--- config.mk ---
export PLATFORM = sky130hd
export DESIGN_NAME = uart_tx_scheduler_flat
export DESIGN_NICKNAME = d
export VERILOG_FILES = /design/src/rtl/uart_tx_scheduler_if.sv /design/src/rtl/uart_tx_scheduler.sv /design/src/flat_wrapper.sv
export SDC_FILE = /design/constraint.sdc
export NUM_CORES = 1
export LEC_CHECK = 0
export CAP_MARGIN = 5
export CORE_MARGIN = 3
export CORE_UTILIZATION = 45
export DETAILED_ROUTE_END_ITERATION = 8
export PLACE_DENSITY = 0.76
export SYNTH_ARGS = -nofsm -noshare
export SYNTH_HDL_FRONTEND = slang
export SYNTH_SLANG_ARGS = --single-unit
--- constraint.sdc ---
create_clock -name clk -period 10.78 [get_ports clk]
set_clock_uncertainty 0.05 [all_clocks]
set_input_delay 2.156 -clock clk [delete_from_list [all_inputs] [get_ports clk]]
set_output_delay 2.156 -clock clk [all_outputs]
set_load 0.005 [all_outputs]
--- src/rtl/uart_tx_scheduler_if.sv ---
`default_nettype none
// ============================================================================
//  Module      : uart_tx_scheduler_if
//  Description : Handshake/status bundle between the event sources, the
//                UART transmitter and the uart_tx_scheduler block.
//                slave  = the scheduler itself
//                master = the surrounding logic (requesters + transmitter)
//  Revision    : 1.0 - initial release
// ============================================================================
interface uart_tx_scheduler_if;
    logic [3:0] req;
    logic       tx_busy;
    logic       tx_done;
    logic       tx_start;
    logic [7:0] tx_data;
    logic       busy;
    logic [1:0] grant_id;
    logic [3:0] pending;
    logic [7:0] drop_cnt;
    logic       timeout_err;

    modport slave (
        input  req, tx_busy, tx_done,
        output tx_start, tx_data, busy, grant_id, pending, drop_cnt, timeout_err
    );

    modport master (
        output req, tx_busy, tx_done,
        input  tx_start, tx_data, busy, grant_id, pending, drop_cnt, timeout_err
    );
endinterface
`default_nettype wire

--- src/rtl/uart_tx_scheduler.sv ---
`default_nettype none
// ============================================================================
//  Module      : uart_tx_scheduler
//  Description : Shares one UART transmitter among four event requesters.
//                Rising req edges are latched as pending, a round-robin
//                arbiter picks one, and the granted event is sent as a framed
//                byte message through the transmitter start/done handshake.
//                Optional macro UART_TX_CRLF_EN: frames become CODE, CR, LF.
//  Revision    : 1.0 - initial release
// ============================================================================
module uart_tx_scheduler #(
    parameter logic [7:0]  CODE0   = 8'h53,
    parameter logic [7:0]  CODE1   = 8'h42,
    parameter logic [7:0]  CODE2   = 8'h4F,
    parameter logic [7:0]  CODE3   = 8'h52,
    parameter int unsigned TIMEOUT = 2_000_000
) (
    input  wire logic          clk,
    input  wire logic          reset,
    uart_tx_scheduler_if.slave sched
);

    localparam int unsigned c_TMR_W = $clog2(TIMEOUT + 1);
    localparam logic [c_TMR_W-1:0] c_TMR_MAX = c_TMR_W'(TIMEOUT - 1);

`ifdef UART_TX_CRLF_EN
    localparam int unsigned c_IDX_W = 2;
    localparam logic [c_IDX_W-1:0] c_LAST_IDX = 2'd2;
`else
    localparam int unsigned c_IDX_W = 1;
    localparam logic [c_IDX_W-1:0] c_LAST_IDX = 1'b0;
`endif

    localparam logic [1:0] c_IDLE  = 2'd0;
    localparam logic [1:0] c_GRANT = 2'd1;
    localparam logic [1:0] c_LOAD  = 2'd2;
    localparam logic [1:0] c_WAIT  = 2'd3;

    logic [1:0]         r_state;
    logic [1:0]         w_state_nxt;
    logic [3:0]         r_req_q;
    logic [3:0]         r_pending;
    logic [1:0]         r_rr_ptr;
    logic [1:0]         r_grant;
    logic [c_IDX_W-1:0] r_byte_idx;
    logic [c_TMR_W-1:0] r_timer;
    logic [7:0]         r_tx_data;
    logic [7:0]         r_drop_cnt;
    logic               r_timeout_err;

    logic [3:0]         w_rise;
    logic [3:0]         w_clear;
    logic [3:0]         w_drop;
    logic [2:0]         w_drop_n;
    logic [8:0]         w_drop_sum;
    logic [1:0]         w_rr_grant;
    logic [1:0]         w_idx;
    logic               w_found;
    logic               w_tx_start;
    logic               w_load;
    logic               w_adv;
    logic               w_timeout;
    logic [1:0]         w_sel_id;
    logic [7:0]         w_code;
    logic [7:0]         w_data_nxt;
`ifdef UART_TX_CRLF_EN
    logic [c_IDX_W-1:0] w_sel_idx;
`endif

    // Edge detection and drop accounting; a grant clearing a bit in the same
    // cycle as a new edge keeps the bit set and is not a drop.
    always_comb begin
        w_rise     = sched.req & ~r_req_q;
        w_drop     = w_rise & r_pending & ~w_clear;
        w_drop_n   = {2'b00, w_drop[0]} + {2'b00, w_drop[1]}
                   + {2'b00, w_drop[2]} + {2'b00, w_drop[3]};
        w_drop_sum = {1'b0, r_drop_cnt} + {6'b000000, w_drop_n};
    end

    // Round-robin search starting at r_rr_ptr, wrapping mod 4.
    always_comb begin
        w_rr_grant = r_rr_ptr;
        w_found    = 1'b0;
        w_idx      = r_rr_ptr;
        for (int k = 0; k < 4; k++) begin
            w_idx = r_rr_ptr + 2'(k);
            if (!w_found && r_pending[w_idx]) begin
                w_found    = 1'b1;
                w_rr_grant = w_idx;
            end
        end
    end

    // Next byte to present: first byte at GRANT, following bytes on advance.
    always_comb begin
        w_sel_id = (r_state == c_GRANT) ? w_rr_grant : r_grant;
        w_code   = CODE0;
        case (w_sel_id)
            2'd0:    w_code = CODE0;
            2'd1:    w_code = CODE1;
            2'd2:    w_code = CODE2;
            default: w_code = CODE3;
        endcase
`ifdef UART_TX_CRLF_EN
        w_sel_idx = (r_state == c_GRANT) ? '0 : r_byte_idx + 1'b1;
        case (w_sel_idx)
            2'd0:    w_data_nxt = w_code;
            2'd1:    w_data_nxt = 8'h0D;
            default: w_data_nxt = 8'h0A;
        endcase
`else
        w_data_nxt = w_code;
`endif
    end

    // FSM next-state and handshake decode.
    always_comb begin
        w_state_nxt = r_state;
        w_tx_start  = 1'b0;
        w_clear     = 4'b0000;
        w_load      = 1'b0;
        w_adv       = 1'b0;
        w_timeout   = 1'b0;
        case (r_state)
            c_IDLE: begin
                // A fresh edge lands in pending at the same edge we enter GRANT.
                if ((r_pending | w_rise) != 4'b0000) begin
                    w_state_nxt = c_GRANT;
                end
            end
            c_GRANT: begin
                w_clear[w_rr_grant] = 1'b1;
                w_load              = 1'b1;
                w_state_nxt         = c_LOAD;
            end
            c_LOAD: begin
                if (!sched.tx_busy) begin
                    w_tx_start  = 1'b1;
                    w_state_nxt = c_WAIT;
                end else if (r_timer == c_TMR_MAX) begin
                    w_timeout   = 1'b1;
                    w_state_nxt = c_IDLE;
                end
            end
            default: begin
                if (sched.tx_done) begin
                    if (r_byte_idx == c_LAST_IDX) begin
                        w_state_nxt = c_IDLE;
                    end else begin
                        w_adv       = 1'b1;
                        w_load      = 1'b1;
                        w_state_nxt = c_LOAD;
                    end
                end else if (r_timer == c_TMR_MAX) begin
                    w_timeout   = 1'b1;
                    w_state_nxt = c_IDLE;
                end
            end
        endcase
    end

    // Edge-detect history tracks req even in reset so a req held through
    // reset is not seen as a new event afterwards.
    always_ff @(posedge clk) begin
        r_req_q <= sched.req;
    end

    // State, arbitration, frame sequencing and status registers.
    always_ff @(posedge clk) begin
        if (reset) begin
            r_state       <= c_IDLE;
            r_pending     <= 4'b0000;
            r_rr_ptr      <= 2'd0;
            r_grant       <= 2'd0;
            r_byte_idx    <= '0;
            r_timer       <= '0;
            r_tx_data     <= 8'h00;
            r_drop_cnt    <= 8'h00;
            r_timeout_err <= 1'b0;
        end else begin
            r_state   <= w_state_nxt;
            r_pending <= (r_pending & ~w_clear) | w_rise;
            r_drop_cnt <= w_drop_sum[8] ? 8'hFF : w_drop_sum[7:0];
            if (r_state == c_GRANT) begin
                r_grant    <= w_rr_grant;
                r_rr_ptr   <= w_rr_grant + 2'd1;
                r_byte_idx <= '0;
            end else if (w_adv) begin
                r_byte_idx <= r_byte_idx + 1'b1;
            end
            if (w_load) begin
                r_tx_data <= w_data_nxt;
            end
            // Timer restarts when a byte is loaded and when it is launched.
            if (w_load || w_tx_start) begin
                r_timer <= '0;
            end else if (r_state == c_LOAD || r_state == c_WAIT) begin
                r_timer <= r_timer + 1'b1;
            end
            if (w_timeout) begin
                r_timeout_err <= 1'b1;
            end
        end
    end

    assign sched.tx_start    = w_tx_start;
    assign sched.tx_data     = r_tx_data;
    assign sched.busy        = (r_state != c_IDLE);
    assign sched.grant_id    = (r_state == c_GRANT) ? w_rr_grant : r_grant;
    assign sched.pending     = r_pending;
    assign sched.drop_cnt    = r_drop_cnt;
    assign sched.timeout_err = r_timeout_err;

endmodule
`default_nettype wire

--- src/flat_wrapper.sv ---
// flat-port wrapper written by rule: the top's interface ports become plain ports
module uart_tx_scheduler_flat 
#(
    parameter logic [7:0]  CODE0   = 8'h53,
    parameter logic [7:0]  CODE1   = 8'h42,
    parameter logic [7:0]  CODE2   = 8'h4F,
    parameter logic [7:0]  CODE3   = 8'h52,
    parameter int unsigned TIMEOUT = 2_000_000
)
  (clk, reset, sched_req, sched_tx_busy, sched_tx_done, sched_tx_start, sched_tx_data, sched_busy, sched_grant_id, sched_pending, sched_drop_cnt, sched_timeout_err);
  uart_tx_scheduler_if sched_i ();
  input  wire logic clk;
  input  wire logic reset;
  input wire logic [$bits(sched_i.req)-1:0] sched_req;
  input wire logic [$bits(sched_i.tx_busy)-1:0] sched_tx_busy;
  input wire logic [$bits(sched_i.tx_done)-1:0] sched_tx_done;
  output wire logic [$bits(sched_i.tx_start)-1:0] sched_tx_start;
  output wire logic [$bits(sched_i.tx_data)-1:0] sched_tx_data;
  output wire logic [$bits(sched_i.busy)-1:0] sched_busy;
  output wire logic [$bits(sched_i.grant_id)-1:0] sched_grant_id;
  output wire logic [$bits(sched_i.pending)-1:0] sched_pending;
  output wire logic [$bits(sched_i.drop_cnt)-1:0] sched_drop_cnt;
  output wire logic [$bits(sched_i.timeout_err)-1:0] sched_timeout_err;
  assign sched_i.req = sched_req;
  assign sched_i.tx_busy = sched_tx_busy;
  assign sched_i.tx_done = sched_tx_done;
  assign sched_tx_start = sched_i.tx_start;
  assign sched_tx_data = sched_i.tx_data;
  assign sched_busy = sched_i.busy;
  assign sched_grant_id = sched_i.grant_id;
  assign sched_pending = sched_i.pending;
  assign sched_drop_cnt = sched_i.drop_cnt;
  assign sched_timeout_err = sched_i.timeout_err;
  uart_tx_scheduler #(.CODE0(CODE0), .CODE1(CODE1), .CODE2(CODE2), .CODE3(CODE3), .TIMEOUT(TIMEOUT)) u_core (.clk(clk), .reset(reset), .sched(sched_i));
endmodule
Word level (Yosys, flattened, before mapping)
Cells that the tools add are included.
- add/subtract/negate cells: 10
- multiply operators: 0
- div/mod/pow operators: 0
- magnitude comparators: 6
- equality and inequality tests: 7
- shift-type cells: 0
- multiplexer cells: 36
- bitwise logic cells: 8
- reduce and logical (&&, ||, !) cells: 18
- operators with widths (kind ; number):
    $add A21 B1 Y21 const B ; 1
    $eq A21 B21 Y1 const B ; 1
    $mux W2 ; 9
    $and A4 B4 Y4 ; 4
    $mux W1 ; 16
    $lt A2 B3 Y1 const B ; 5
    $pmux W5 S3 ; 1
    $add A8 B3 Y9 ; 1
    $bmux W1 S2 ; 4
    $mux W8 ; 1
    $not A4 Y4 ; 2
    $or A4 B4 Y4 ; 2
    $reduce_or A2 Y1 ; 4
    $add A3 B1 Y3 ; 2
    $eq A2 B2 Y1 const B ; 3
    $pmux W2 S3 ; 1
    $add A2 B1 Y2 const B ; 2
    $add A2 B2 Y2 const B ; 2
    $eq A2 B1 Y1 const B ; 2
    $logic_and A1 B1 Y1 ; 4
    $logic_not A2 Y1 ; 2
    $mux W4 ; 1
    $pmux W1 S2 ; 2
    $reduce_bool A4 Y1 ; 1
    other kinds (9) ; 12
- register bits: 53
- latch bits: 0
- bits in writable memories: 0
- ROM bits: 0
- input bits: 8
- word-level logic and storage cells: 95
- memories: 0

Longest topological paths before layout
- word-level depth: 24
- gate-level depth with buffers: 17

Least setup slack after synthesis
No wires, ideal clock.
- kind: input-to-output
- from: input sched_tx_busy
- to: output sched_tx_start
- arrival time: 2.413 ns
- setup slack: 6.161 ns
- stages on the path: 1
- cell sequence: nor3b_1
- cells in the longest elaborated chain, start to end: 2
- RTL lines (item ; line ; text):
    start, declared ; flat_wrapper.sv:15 ; input wire logic [$bits(sched_i.tx_busy)-1:0] sched_tx_busy;
    $mux W1 ; uart_tx_scheduler.sv:137 ; if (!sched.tx_busy) begin
    $mux W1 ; uart_tx_scheduler.sv:124 ; case (r_state)
    end, declared ; flat_wrapper.sv:17 ; output wire logic [$bits(sched_i.tx_start)-1:0] sched_tx_start;
No other way between the ends.

Worst setup path after layout
Same ends and word-level chain as after synthesis.

==> metrics.yaml <==
route:
  initialDrtViolationCount: 79
  drtPass1Iterations: 4
  postRouteAntennaNets: 0
  drc_errors: 0
  via_per_inst: 5.46
  wl_um: 4750
  wl_per_cell_um: 12.8
  vias: 2021
sta:
  setup_tns_ns: 0
  grt_setup_unrepaired: "no"
  relSlewSlack: 0.485
  setup_viol: 0
  slew_violations: 0
  min_period_ns: 5.73
  worst_pin_slew_ns: 0.772
  holdWs_ns: 0.425
  fmax_ghz: 0.175
  hold_violations: 0
  period_share: 0.531
grt:
  antenna_found_initial: 0
  grt_pass1_vias: 1796
  grt_pass1_wl_um: 8030
  grt_start_max_net_pins: 31
  grt_overflow: 0
  grt_usage: 0.158
min_path:
  hp-start: "u_core.sched.tx_data[4]$_SDFFE_PP0P_"
  holdPathStages: 2
  worstHoldEndpoint: "u_core.sched.tx_data[4]$_SDFFE_PP0P_"
  hold_class: "reg -> reg"
critical_path:
  cp_cell_sequence: "clkdlybuf4s50_1 > nor3b_1 > clkdlybuf4s50_1"
  cp_num_buf_inv: 2
  crit_family: "buffers and inverters"
  rrSetupSlack_ns: 6.55
  max_stage_delay_ns: 0.58
  crit_type: "in -> out"
  critPathRequiredTime_ns: 8.57
  crit_path_top_delay_cell: "clkdlybuf4s50_1"
  endpoint_kind: "output port"
  path_max_fanout: 3
  reg2reg_depth: 16
  cp.arrival_ns: 3.52
  r2r-end: "u_core.sched.drop_cnt[1]$_SDFF_PP0_"
  rr_startpoint: "u_core.sched.pending[1]$_SDFF_PP0_"
  cpMostUsedCell: "clkdlybuf4s50_1"
  cp-start-kind: "input pin"
synth:
  synthMostInstantiatedCell: "dfxtp_1"
  synth_area_leader_cell: "dfxtp_1"
  ys_ff_latch: 49
  synthTopCellsByCount: "dfxtp_1 (49), a21oi_1 (27), nand2_1 (27), nor2_1 (23)"
  synth.distinct_cells: 53
  syn_area_sq_mm: 0.00241
  netlist.area_leader.share: 0.408
  synth.avg_cell_area_sq_um: 8.69
  synth_edf_count: 0
  syn_inst: 277
  async_flop_share: 0
  ys_warn_count: 0
  netlist_top_cells_area: "dfxtp_1 (41%), ha_1 (5.7%), a21oi_1 (5.6%), nand2_1 (4.2%), nor2_1 (3.6%)"
  ys_seq_area_frac: 0.408
  synth_top_flop_cell: "dfxtp_1"
floorplan:
  core_area_sq_mm: 0.00494
  rows: 25
  start_util: 0.487
  die_w_um: 79.1
  die-area_sq_mm: 0.00626
  die_h_um: 79.1
  ios: 33
clock_tree:
  cts-resized-gates: 0
  clockRootBuffer: "clkbuf_8"
  clock-sinks: 49
  cts_setup_buffers: 0
  numCtsBuffers: 5
  clock_latency_ns: 0.30
  clk_path_buf_depth: 2
  clk_pin_slew_ns: 0.09
  cts_hold_buf: 0
  cts_tree: "done"
  htree_levels: 2
finish:
  syn_to_final_growth_pct: 17.8
  nets: 323
  fillers: 483
  final_layout_size_suffix_gt1_frac: 0.0594
  diodes: 0
placement:
  gp_congestion: 0.802
  hpwl_um: 3470
  port_buffers: 30
pwr:
  irDropWorstVdd_mv: 0.144
  power_density_mw_per_mm2: 143
  total_leakage_power_uw: 0.00104
outcome:
  status: "complete, no violations"
job:
  cap_violations: 0
==> flip-flops by register name (all words and copies together), names as in the netlist <==
signal	count
u_core.r_timer	21
u_core.r_req_q	4
u_core.sched.drop_cnt	8
u_core.r_rr_ptr	2
u_core.r_grant	2
u_core.sched.pending	4
u_core.r_byte_idx	1
u_core.sched.tx_data	4
u_core.sched.timeout_err	1
u_core.r_state	2
==> logic make-up (layout without fill, tap and decap cells) <==
| logic type | Yosys count | in the layout | share of synthesized area |
|---|---|---|---|
| simple gates | 112 | 112 | 0.254 |
| compound gates | 61 | 61 | 0.158 |
| flops | 49 | 49 | 0.408 |
| buf+inv | 25 | 50 | 0.0458 |
| xor+xnor | 15 | 15 | 0.0546 |
| fa+ha+maj | 13 | 13 | 0.0738 |
| other cells | 1 | 2 | 0.00156 |
| mux | 1 | 1 | 0.00416 |
==> metrics by stage <==
step,instance area [sq um],std cells,setup WS (ns),total power (uW),util
after floorplan,2410,278,6.16,262,-
after global placement,2730,362,5.03,291,0.553
after detailed placement,2730,362,5.02,294,0.553
after CTS,2830,370,5.02,410,0.573
after global routing,2830,370,5.01,430,0.573
final,2830,370,5.05,405,0.573
==> cell type report <==
| type | count | area, sq um | share of cell area |
|---|---|---|---|
| well taps | 67 | 83.8 | 0.0296 |
| repair buffers | 31 | 308 | 0.109 |
| inverters | 11 | 41.3 | 0.0146 |
| clock inverters | 1 | 5.00 | 0.00177 |
| multi-input cells | 204 | 1320 | 0.465 |
| clock buffers | 7 | 96.3 | 0.0340 |
| flip-flops and latches | 49 | 981 | 0.346 |
==> where the power goes <==
part	internal [uW]	total [uW]	switching (uW)
clock	58.0	116	57.9
sequential	193	208	14.9
combinational	42.0	80.9	38.9
total	293	405	112
==> worst min-delay path: stages (launching register included) <==
cell	delay, ns
dfxtp_1	0.33
nand2_1	0.05
a21oi_1	0.06
==> cells in the final DEF, fill, tap and decap left out, types with 4 or more instances in the layout <==
cell,netlist,final
inv_1,11,11
xor2_1,8,8
clkbuf_8,0,7
or3_1,4,4
nor3_1,5,5
nand2_1,27,27
ha_1,11,11
nor2_1,23,23
o21ai_0,11,11
nand3_1,7,7
xnor2_1,7,7
or4_1,4,4
nand2b_1,10,10
or3_2,4,4
dfxtp_1,49,49
clkdlybuf4s50_1,0,30
a21oi_1,27,27
nand4_1,5,5
==> how the worst max path moves through the flow <==
| stage | from | cells past startpoint | slack, ns | to |
|---|---|---|---|---|
| 3_5_place_dp | sched_tx_busy | 3 | 5.02 | sched_tx_start |
| 2_1_floorplan | sched_tx_busy | 1 | 6.16 | sched_tx_start |
| 3_3_place_gp | sched_tx_busy | 3 | 5.03 | sched_tx_start |
| 5_1_grt | sched_tx_busy | 3 | 5.01 | sched_tx_start |
| 4_1_cts | sched_tx_busy | 3 | 5.02 | sched_tx_start |
| 6_report | sched_tx_busy | 3 | 5.05 | sched_tx_start |
==> routing by layer <==
layer,GRT usage,vias to the layer above,routed length (um)
li1,-,1025,-
met1,0.197,950,2110
met2,0.268,41,2380
met3,0.0374,5,201
met4,0.0515,0,55
met5,0,-,0
No activity file was read; power rests on OpenSTA's default activity.
